==> src/rtl/mbist_pkg.sv <==
// ============================================================================
//  Module      : mbist_pkg
//  Description : Shared types for the March C- memory BIST: FSM states,
//                element encoding and the per-element access table.
//  Revision    : 1.0 - initial release
// ============================================================================
`default_nettype none

package mbist_pkg;

    localparam int unsigned C_ERR_CNT_WD = 4;

    typedef enum logic [2:0] {
        IDLE = 3'd0,
        WR   = 3'd1,
        RD   = 3'd2,
        CMP  = 3'd3,
        DONE = 3'd4
    } state_e;

    typedef enum logic [2:0] {
        E0 = 3'd0,
        E1 = 3'd1,
        E2 = 3'd2,
        E3 = 3'd3,
        E4 = 3'd4,
        E5 = 3'd5
    } elem_e;

    typedef struct packed {
        logic down;    // address walks END -> START
        logic rd_val;  // background expected on read
        logic wr_en;   // element writes after its read (or alone in E0)
        logic wr_val;  // background written
    } elem_cfg_t;

    function automatic elem_cfg_t elem_cfg(input elem_e e);
        elem_cfg_t c;
        c = '0;
        case (e)
            E0:      c = '{down: 1'b0, rd_val: 1'b0, wr_en: 1'b1, wr_val: 1'b0};
            E1:      c = '{down: 1'b0, rd_val: 1'b0, wr_en: 1'b1, wr_val: 1'b1};
            E2:      c = '{down: 1'b0, rd_val: 1'b1, wr_en: 1'b1, wr_val: 1'b0};
            E3:      c = '{down: 1'b1, rd_val: 1'b0, wr_en: 1'b1, wr_val: 1'b1};
            E4:      c = '{down: 1'b1, rd_val: 1'b1, wr_en: 1'b1, wr_val: 1'b0};
            E5:      c = '{down: 1'b1, rd_val: 1'b0, wr_en: 1'b0, wr_val: 1'b0};
            default: c = '0;
        endcase
        return c;
    endfunction

endpackage

`default_nettype wire

==> src/rtl/mbist_addr_gen.sv <==
// ============================================================================
//  Module      : mbist_addr_gen
//  Description : Up/down address counter with load-to-start and last-address
//                detect for the March element currently running.
//  Revision    : 1.0 - initial release
// ============================================================================
`default_nettype none

module mbist_addr_gen #(
    parameter int unsigned ADDR_WD    = 9,
    parameter int unsigned ADDR_START = 'h000,
    parameter int unsigned ADDR_END   = 'h1F8
) (
    input  logic               clk,
    input  logic               rst_n,
    input  logic               load_i,
    input  logic               load_down_i,
    input  logic               step_i,
    input  logic               dir_down_i,
    output logic [ADDR_WD-1:0] addr_o,
    output logic               last_o
);

    localparam logic [ADDR_WD-1:0] C_START = ADDR_WD'(ADDR_START);
    localparam logic [ADDR_WD-1:0] C_END   = ADDR_WD'(ADDR_END);

    logic [ADDR_WD-1:0] addr_q;
    logic [ADDR_WD-1:0] addr_d;

    always_comb begin
        addr_d = addr_q;
        if (load_i) begin
            addr_d = load_down_i ? C_END : C_START;
        end else if (step_i) begin
            addr_d = dir_down_i ? (addr_q - 1'b1) : (addr_q + 1'b1);
        end
    end

    always_ff @(posedge clk or negedge rst_n) begin
        if (!rst_n) begin
            addr_q <= '0;
        end else begin
            addr_q <= addr_d;
        end
    end

    assign addr_o = addr_q;
    assign last_o = dir_down_i ? (addr_q == C_START) : (addr_q == C_END);

endmodule

`default_nettype wire

==> src/rtl/mbist_march_fsm.sv <==
// ============================================================================
//  Module      : mbist_march_fsm
//  Description : March C- memory BIST controller (E0..E5) with error pulse,
//                saturating error count and repair-budget fail flag.
//                Define MBIST_CHECKERBOARD_EN for a checkerboard background.
//  Revision    : 1.0 - initial release
// ============================================================================
`default_nettype none

module mbist_march_fsm
    import mbist_pkg::*;
#(
    parameter int unsigned BIST_ADDR_WD    = 9,
    parameter int unsigned BIST_DATA_WD    = 32,
    parameter int unsigned BIST_ADDR_START = 'h000,
    parameter int unsigned BIST_ADDR_END   = 'h1F8,
    parameter int unsigned BIST_MAX_REPAIR = 4
) (
    input  logic                    clk,
    input  logic                    rst_n,
    input  logic                    bist_run,
    input  logic [BIST_DATA_WD-1:0] bist_rdata,
    output logic                    bist_en,
    output logic                    bist_wr,
    output logic                    bist_rd,
    output logic [BIST_ADDR_WD-1:0] bist_addr,
    output logic [BIST_DATA_WD-1:0] bist_wdata,
    output logic                    bist_error,
    output logic [BIST_ADDR_WD-1:0] bist_error_addr,
    output logic                    bist_done,
    output logic                    bist_fail,
    output logic [C_ERR_CNT_WD-1:0] bist_err_cnt
);

    state_e                  state_q, state_d;
    elem_e                   elem_q, elem_d;
    logic [C_ERR_CNT_WD-1:0] err_cnt_q, err_cnt_d;
    logic                    fail_q, fail_d;
    logic                    done_q, done_d;

    logic                    w_load;
    logic                    w_load_down;
    logic                    w_step;
    logic [BIST_ADDR_WD-1:0] w_addr;
    logic                    w_last;
    elem_cfg_t               w_cfg;
    elem_cfg_t               w_next_cfg;
    logic [BIST_DATA_WD-1:0] w_bg;
    logic [BIST_DATA_WD-1:0] w_exp;
    logic [BIST_DATA_WD-1:0] w_wpat;

    assign w_cfg      = elem_cfg(elem_q);
    assign w_next_cfg = elem_cfg(elem_e'(elem_q + 3'd1));

`ifdef MBIST_CHECKERBOARD_EN
    assign w_bg = {(BIST_DATA_WD/2){2'b01}} ^ {BIST_DATA_WD{w_addr[0]}};
`else
    assign w_bg = '0;
`endif

    assign w_exp  = w_cfg.rd_val ? ~w_bg : w_bg;
    assign w_wpat = w_cfg.wr_val ? ~w_bg : w_bg;

    mbist_addr_gen #(
        .ADDR_WD    (BIST_ADDR_WD),
        .ADDR_START (BIST_ADDR_START),
        .ADDR_END   (BIST_ADDR_END)
    ) u_addr_gen (
        .clk         (clk),
        .rst_n       (rst_n),
        .load_i      (w_load),
        .load_down_i (w_load_down),
        .step_i      (w_step),
        .dir_down_i  (w_cfg.down),
        .addr_o      (w_addr),
        .last_o      (w_last)
    );

    always_comb begin
        state_d         = state_q;
        elem_d          = elem_q;
        err_cnt_d       = err_cnt_q;
        fail_d          = fail_q;
        done_d          = done_q;
        w_load          = 1'b0;
        w_load_down     = 1'b0;
        w_step          = 1'b0;
        bist_en         = 1'b0;
        bist_wr         = 1'b0;
        bist_rd         = 1'b0;
        bist_wdata      = '0;
        bist_error      = 1'b0;
        bist_error_addr = '0;

        case (state_q)
            IDLE: begin
                if (bist_run) begin
                    state_d   = WR;
                    elem_d    = E0;
                    err_cnt_d = '0;
                    fail_d    = 1'b0;
                    done_d    = 1'b0;
                    w_load    = 1'b1;
                end
            end
            WR: begin
                bist_en = 1'b1;
                if (!bist_run) begin
                    state_d = IDLE;
                end else begin
                    bist_wr    = 1'b1;
                    bist_wdata = w_wpat;
                    if (w_last) begin
                        elem_d      = E1;
                        w_load      = 1'b1;
                        w_load_down = w_next_cfg.down;
                        state_d     = RD;
                    end else begin
                        w_step = 1'b1;
                    end
                end
            end
            RD: begin
                bist_en = 1'b1;
                if (!bist_run) begin
                    state_d = IDLE;
                end else begin
                    bist_rd = 1'b1;
                    state_d = CMP;
                end
            end
            CMP: begin
                bist_en = 1'b1;
                // An abort in this cycle drops the compare of the pending read.
                if (!bist_run) begin
                    state_d = IDLE;
                end else begin
                    if (bist_rdata != w_exp) begin
                        bist_error      = 1'b1;
                        bist_error_addr = w_addr;
                        err_cnt_d       = (err_cnt_q == {C_ERR_CNT_WD{1'b1}}) ?
                                          err_cnt_q : (err_cnt_q + 1'b1);
                        fail_d          = fail_q | (32'(err_cnt_d) > BIST_MAX_REPAIR);
                    end
                    if (w_cfg.wr_en) begin
                        bist_wr    = 1'b1;
                        bist_wdata = w_wpat;
                    end
                    state_d = RD;
                    if (!w_last) begin
                        w_step = 1'b1;
                    end else if (elem_q == E5) begin
                        state_d = DONE;
                        done_d  = 1'b1;
                    end else begin
                        elem_d      = elem_e'(elem_q + 3'd1);
                        w_load      = 1'b1;
                        w_load_down = w_next_cfg.down;
                    end
                end
            end
            DONE: begin
                if (!bist_run) begin
                    state_d = IDLE;
                end
            end
            default: state_d = IDLE;
        endcase
    end

    always_ff @(posedge clk or negedge rst_n) begin
        if (!rst_n) begin
            state_q   <= IDLE;
            elem_q    <= E0;
            err_cnt_q <= '0;
            fail_q    <= 1'b0;
            done_q    <= 1'b0;
        end else begin
            state_q   <= state_d;
            elem_q    <= elem_d;
            err_cnt_q <= err_cnt_d;
            fail_q    <= fail_d;
            done_q    <= done_d;
        end
    end

    assign bist_addr    = w_addr;
    assign bist_done    = done_q;
    assign bist_fail    = fail_q;
    assign bist_err_cnt = err_cnt_q;

endmodule

`default_nettype wire
==> config.mk <==
export PLATFORM = sky130hd
export DESIGN_NAME = mbist_march_fsm
export DESIGN_NICKNAME = d
export VERILOG_FILES = /design/src/rtl/mbist_pkg.sv /design/src/rtl/mbist_addr_gen.sv /design/src/rtl/mbist_march_fsm.sv
export SDC_FILE = /design/constraint.sdc
export NUM_CORES = 1
export LEC_CHECK = 0
export BUFFER_PORTS_ARGS = -buffer_cell sky130_fd_sc_hd__buf_2
export CORE_MARGIN = 2
export CORE_UTILIZATION = 48
export DETAILED_ROUTE_END_ITERATION = 8
export PLACE_DENSITY_LB_ADDON = 0.05
export REMOVE_ABC_BUFFERS = 1
export SETUP_SLACK_MARGIN = 0.02
export SLEW_MARGIN = 20
export SYNTH_ARGS = -nofsm -noshare
export SYNTH_HDL_FRONTEND = slang
export SYNTH_SLANG_ARGS = --single-unit
==> constraint.sdc <==
create_clock -name clk -period 3.37 [get_ports clk]
set_input_delay 0.1685 -clock clk [delete_from_list [all_inputs] [get_ports clk]]
set_output_delay 0.1685 -clock clk [all_outputs]
set_load 0.01 [all_outputs]
# Word-level counts from Yosys, hierarchy flattened
# Index checks and enable logic that the tools add are counted.
[word_totals]
ff_bits = 21
inputBits = 35
[classes]
addsub = 4
n_lt_le_gt_ge = 1
eq_ne = 27
n_mux = 69
n_bitwise = 1
n_reduce_logical = 13
[ops]
columns = ["op", "n"]
rows = [
  ["$mux W32", 5],
  ["$pmux W32 S2", 1],
  ["$mux W9", 7],
  ["$pmux W4 S6", 2],
  ["$mux W3", 13],
  ["$ne A32 B32 Y1", 1],
  ["$mux W1", 28],
  ["$eq A3 B2 Y1 const B", 6],
  ["$ne A2 B2 Y1 const B", 9],
  ["$mux W4", 4],
  ["$eq A3 B3 Y1 const B", 5],
  ["$pmux W3 S5", 1],
  ["$add A9 B1 Y9 const B", 1],
  ["$eq A3 B1 Y1 const B", 3],
  ["$eq A9 B9 Y1 const B", 1],
  ["$logic_not A3 Y1", 3],
  ["$logic_not A9 Y1", 1],
  ["$pmux W3 S3", 1],
  ["$sub A9 B1 Y9 const B", 1],
  ["$pmux W1 S2", 4],
  ["$pmux W4 S2", 1],
  ["$reduce_and A7 Y1", 1],
  ["$reduce_and A5 Y1", 1],
  ["$add A4 B1 Y4 const B", 1],
  ["13 further kinds", 14],
]

# Longest topological paths before layout
[logic_depth]
word_depth = 9
ltp_mapped = 11

# By module
# A second synthesis with hierarchy kept.
[unflattened]
cells_unflattened = 244
area_unflattened_um2 = 2057.0
[modules_own_cells]
columns = ["module", "instances", "cells_per_inst", "area_per_inst_um2", "seq_area_each_um2"]
rows = [
  ["mbist_march_fsm", 1, 162, 1313.8, 300.3],
  ["mbist_addr_gen", 1, 82, 743.2, 225.2],
]

# Least setup slack after synthesis
# Ideal clock, no wire load.
[synth_timing]
path_kind = "register to output"
start = "register state_q[0]"
end = "output bist_wdata[10]"
arrival_time_ns = 2.928
required_ns = 3.201
slack_ns = 0.274
stages_incl_launch_ff = 6
n_path_buf = 1
path_cell_list = "dfrtp_1 -> inv_1 -> nor2_1 -> nand2_1 -> nor3_1 -> buf_4"
[synth_between]
elab_chain_len = 2
[synth_rtl]
columns = ["item", "line_no", "source"]
rows = [
  ["from (decl)", "mbist_march_fsm.sv:35", "state_e state_q, state_d;"],
  ["from (signal assigned)", "mbist_march_fsm.sv:179", "state_q <= state_d;"],
  ["$eq A3 B2 Y1 or $eq A3 B1 Y1 (tied branches)", "mbist_march_fsm.sv:95", "case (state_q)"],
  ["$pmux W32 S2 *", "mbist_march_fsm.sv:95", ""],
  ["to (decl)", "mbist_march_fsm.sv:27", "output logic [BIST_DATA_WD-1:0] bist_wdata,"],
]
# Every way passes the cells marked *; elsewhere a longest branch is shown, timed or not.

# Worst setup path in the final report
[layout_timing]
start = "register elem_q[0]"
end = "register u_addr_gen.addr_q[8] (netlist: u_addr_gen.addr_o[8])"
[layout_between]
elab_chain_len = 9
[layout_rtl]
columns = ["item", "line_no", "source"]
rows = [
  ["from (decl)", "mbist_march_fsm.sv:36", "elem_e elem_q, elem_d;"],
  ["from (signal assigned)", "mbist_march_fsm.sv:180", "elem_q <= elem_d;"],
  ["$add A3 B1 Y3", "mbist_march_fsm.sv:53", "assign w_next_cfg = elem_cfg(elem_e'(elem_q + 3'd1));"],
  ["$eq A3 B3 Y1 (tied with other cells)", "mbist_pkg.sv:40", "case (e)"],
  ["$pmux W4 S6", "mbist_pkg.sv:40", ""],
  ["$mux W1", "mbist_march_fsm.sv:152", "end else if (elem_q == E5) begin"],
  ["$mux W1", "mbist_march_fsm.sv:150", "if (!w_last) begin"],
  ["$mux W1", "mbist_march_fsm.sv:135", "if (!bist_run) begin"],
  ["$pmux W1 S2", "mbist_march_fsm.sv:95", ""],
  ["$mux W9", "mbist_addr_gen.sv:33", "addr_d = load_down_i ? C_END : C_START;"],
  ["$mux W9", "mbist_addr_gen.sv:32", "if (load_i) begin"],
  ["to (signal assigned)", "mbist_addr_gen.sv:43", "addr_q <= addr_d;"],
  ["to (decl)", "mbist_addr_gen.sv:27", "logic [ADDR_WD-1:0] addr_q;"],
]
# Parallel ways exist; a longest one is shown, timed or not. The select of a mux whose other input is x is not followed.
# A chain may end at the register's enable or synchronous reset.

==> summary.txt <==
Logic synthesis
  • Synth Cell Area: 2060 µm²
  • Top-count cell post-synth: buf_4
  • EDFF count, synth: 0
  • Syn_area_per_cell: 7.99 µm²
  • Main area contributors after synthesis: dfrtp_1 (26%), buf_4 (12%), ha_1 (8.5%), nor2_1 (5.1%), a21oi_1 (4.1%)
  • Cells after synthesis: 258
  • Synth Warn #: 0
  • Synth top cells by count: buf_4 (32), nor2_1 (28), nand2_1 (22)
  • Top_reg_cell synth: dfrtp_1
  • Biggest area consumer among synthesized cells: dfrtp_1
  • Synth Register Bits: 21
  • Distinct cells, synth: 47
  • Synth top area share: 0.255
  • Async set-or-reset flop fraction in the synthesized netlist: 1.00
  • Sequential-to-total area share from yosys stat: 0.255

STA
  • Peak Freq: 327 MHz
  • Hold Vio Cnt, Final: 0
  • Slew Limit Fails: 0
  • RSZ-0062 raised after global routing: no
  • Final setup violation count: 0
  • Crit share post-route: 0.906
  • Final setup skew: 4.65 ps
  • Hold_ws: 172 ps
  • Actual slew at the worst max-slew pin: 632 ps
  • Relative slew slack: 0.579
  • Post-route minimum period: 3050 ps

GRT
  • Largest net degree at the start of global routing: 22
  • Vias in the first global route: 1859
  • Antenna violations before repair: 0
  • GRT Residual Overflow: 0
  • GRT Resource Usage Total: 0.208
  • First-pass GRT wire length: 8.47 mm

Route
  • 1st-iter DRT viols: 176
  • Pre-antenna DRT Iters: 4
  • Drt drc: 0
  • Vias post-DR: 2080
  • Avg WL per Cell: 13.4 µm
  • Routed Antenna Nets: 0
  • Drt via density: 5.58
  • Drt total wl: 5.00 mm

Floorplan
  • Die W: 69.5 µm
  • Rows: 23
  • CORE AREA: 4060 µm²
  • Die area: 4830 µm²
  • I/O pins: 95
  • Die Span Y: 69.5 µm
  • Initial core utilization: 0.508

Critical path
  • Setup CP Type: reg -> reg
  • R2R depth: 10
  • Crit. End Element: register
  • R2R Path End: u_addr_gen.addr_o[8]
  • CP Launch Type: register
  • Critical path origin: elem_q[0]
  • Slowest CP cell: dfrtp_1
  • R2R setup slack: 320 ps
  • CP dominant cell by count: o211ai_1
  • CP delay by family, top: compound AO/OA/AOI/OAI gates
  • Stages on worst setup path: 10
  • CP endpoint: u_addr_gen.addr_o[8]
  • Start of the worst register-to-register path: elem_q[0]
  • CP required: 3530 ps
  • Crit path buf inv count: 1
  • Worst path cell trace: inv_1, ha_1, o21a_1, or2_2, fa_1, a21oi_1, o211ai_1, a311o_1, o211ai_1, nand3_1
  • Data arrival time of the critical path: 3210 ps
  • Crit path max fanout: 10
  • Max incr delay on CP: 440 ps

Power
  • VDD IR max: 162 µV
  • P_leak: 1.26 nW
  • P per Cell Area: 330 nW/µm²

Finish
  • Register area: 526 µm²
  • Synth-to-Final Area Change: 16.8%
  • Multi-input logic area: 1240 µm²
  • Total Nets Final: 374
  • Filler Cell Count: 380
  • Share of layout cells above drive strength 1: 0.344
  • Fin util: 0.593
  • # diodes: 0

CTS
  • CTS tree: built
  • CTS buffer count: 3
  • CTS root buffer: clkbuf_8
  • Worst-Skew Late Latency: 270 ps
  • CTS Buffer Depth: 2
  • Number of H-tree levels: 1
  • Num Clock Sinks: 21
  • CTS clk-pin slew, worst paths: 90 ps

Placed design
  • Port buffer count: 94
  • GPL Wtd Cong: 0.859
  • Detail Placement HPWL: 3.92 mm

Worst hold path
  • HP Class: in -> reg
  • Worst Hold Depth: 2

Run
  • Max Cap Violations: 0

Outcome
  • Outcome: finished clean
cell type report:
cell class / count / share of cell area
Multi-Input combinational cell: 192 / 0.516
Clock inverter: 1 / 0.00312
Inverter: 9 / 0.0140
Tap cell: 50 / 0.0260
Timing Repair Buffer: 97 / 0.206
Clock buffer: 3 / 0.0172
Sequential cell: 21 / 0.218
flip-flops by register name, summed over array words and instances (netlist names):
register           count
bist_done              1
bist_err_cnt           4
bist_fail              1
elem_q                 3
state_q                3
u_addr_gen.addr_o      9
worst reg2reg max path: stages (launching register included):
cell	delay (ps)
dfrtp_1	440
inv_1	110
ha_1	250
o21a_1	250
or2_2	410
fa_1	430
a21oi_1	220
o211ai_1	180
a311o_1	370
o211ai_1	190
nand3_1	90
worst min path at each step:
stage,startpoint,endpoint
2_1_floorplan,rst_n,bist_done
3_3_place_gp,rst_n,bist_err_cnt[2]
3_5_place_dp,rst_n,bist_err_cnt[3]
4_1_cts,bist_run,state_q[2]
5_1_grt,bist_run,state_q[2]
6_report,bist_run,state_q[2]
metal layers:
layer	up-vias	global-route usage	share of wire	wire [µm]
li1	1036	-	-	-
met1	959	0.273	0.44	2180
met2	79	0.368	0.49	2470
met3	6	0.0233	0.061	304
met4	0	0.0414	0.010	51
met5	-	0	0	0
timing repair:
item                      in CTS  in global routing
hold endpoints to repair      21                  0
gates resized for setup        0                  0
hold buffers                   1                  0
setup buffers                  0                  0
metrics by stage:
stage / setup WS (ps) / setup TNS (ps) / instances / cell area [µm²] / power, mW
after floorplan: -3940 / -126090 / 222 / 1800 / 0.493
after detailed placement: 396 / 0 / 368 / 2350 / 0.619
after global routing: 119 / 0 / 373 / 2410 / 0.847
final: 316 / 0 / 373 / 2410 / 0.793
after CTS: 372 / 0 / 373 / 2410 / 0.797
after global placement: 484 / 0 / 368 / 2350 / 0.615
layout by cell type (no fill, tap or decap), types with 4 or more instances in the layout:
cell type / count
nor4_1: 12
a21oi_1: 17
nand2_1: 22
buf_2: 94
dfrtp_1: 21
o211ai_1: 4
and2_1: 12
ha_1: 14
nor2_1: 28
inv_1: 9
nand4_1: 12
xnor2_1: 6
nor3_1: 5
o21ai_0: 8
nand3_1: 9
cell families (layout without fill, tap and decap cells):
group / Yosys count / count (layout) / share of synthesized area
AO/OA/AOI/OAI: 55 / 55 / 0.186
multiplexers: 3 / 3 / 0.0152
flip-flops: 21 / 21 / 0.255
AND/OR/NAND/NOR: 112 / 112 / 0.274
XOR/XNOR: 7 / 7 / 0.0298
buffers and inverters: 45 / 110 / 0.145
adder cells (fa/ha/maj): 15 / 15 / 0.0947
power breakdown:
group	switching, mW	internal (mW)
registers	0.0530	0.280
clock network	0.0963	0.0837
logic	0.153	0.127
Note: power is estimated with default switching activity, not from simulation.
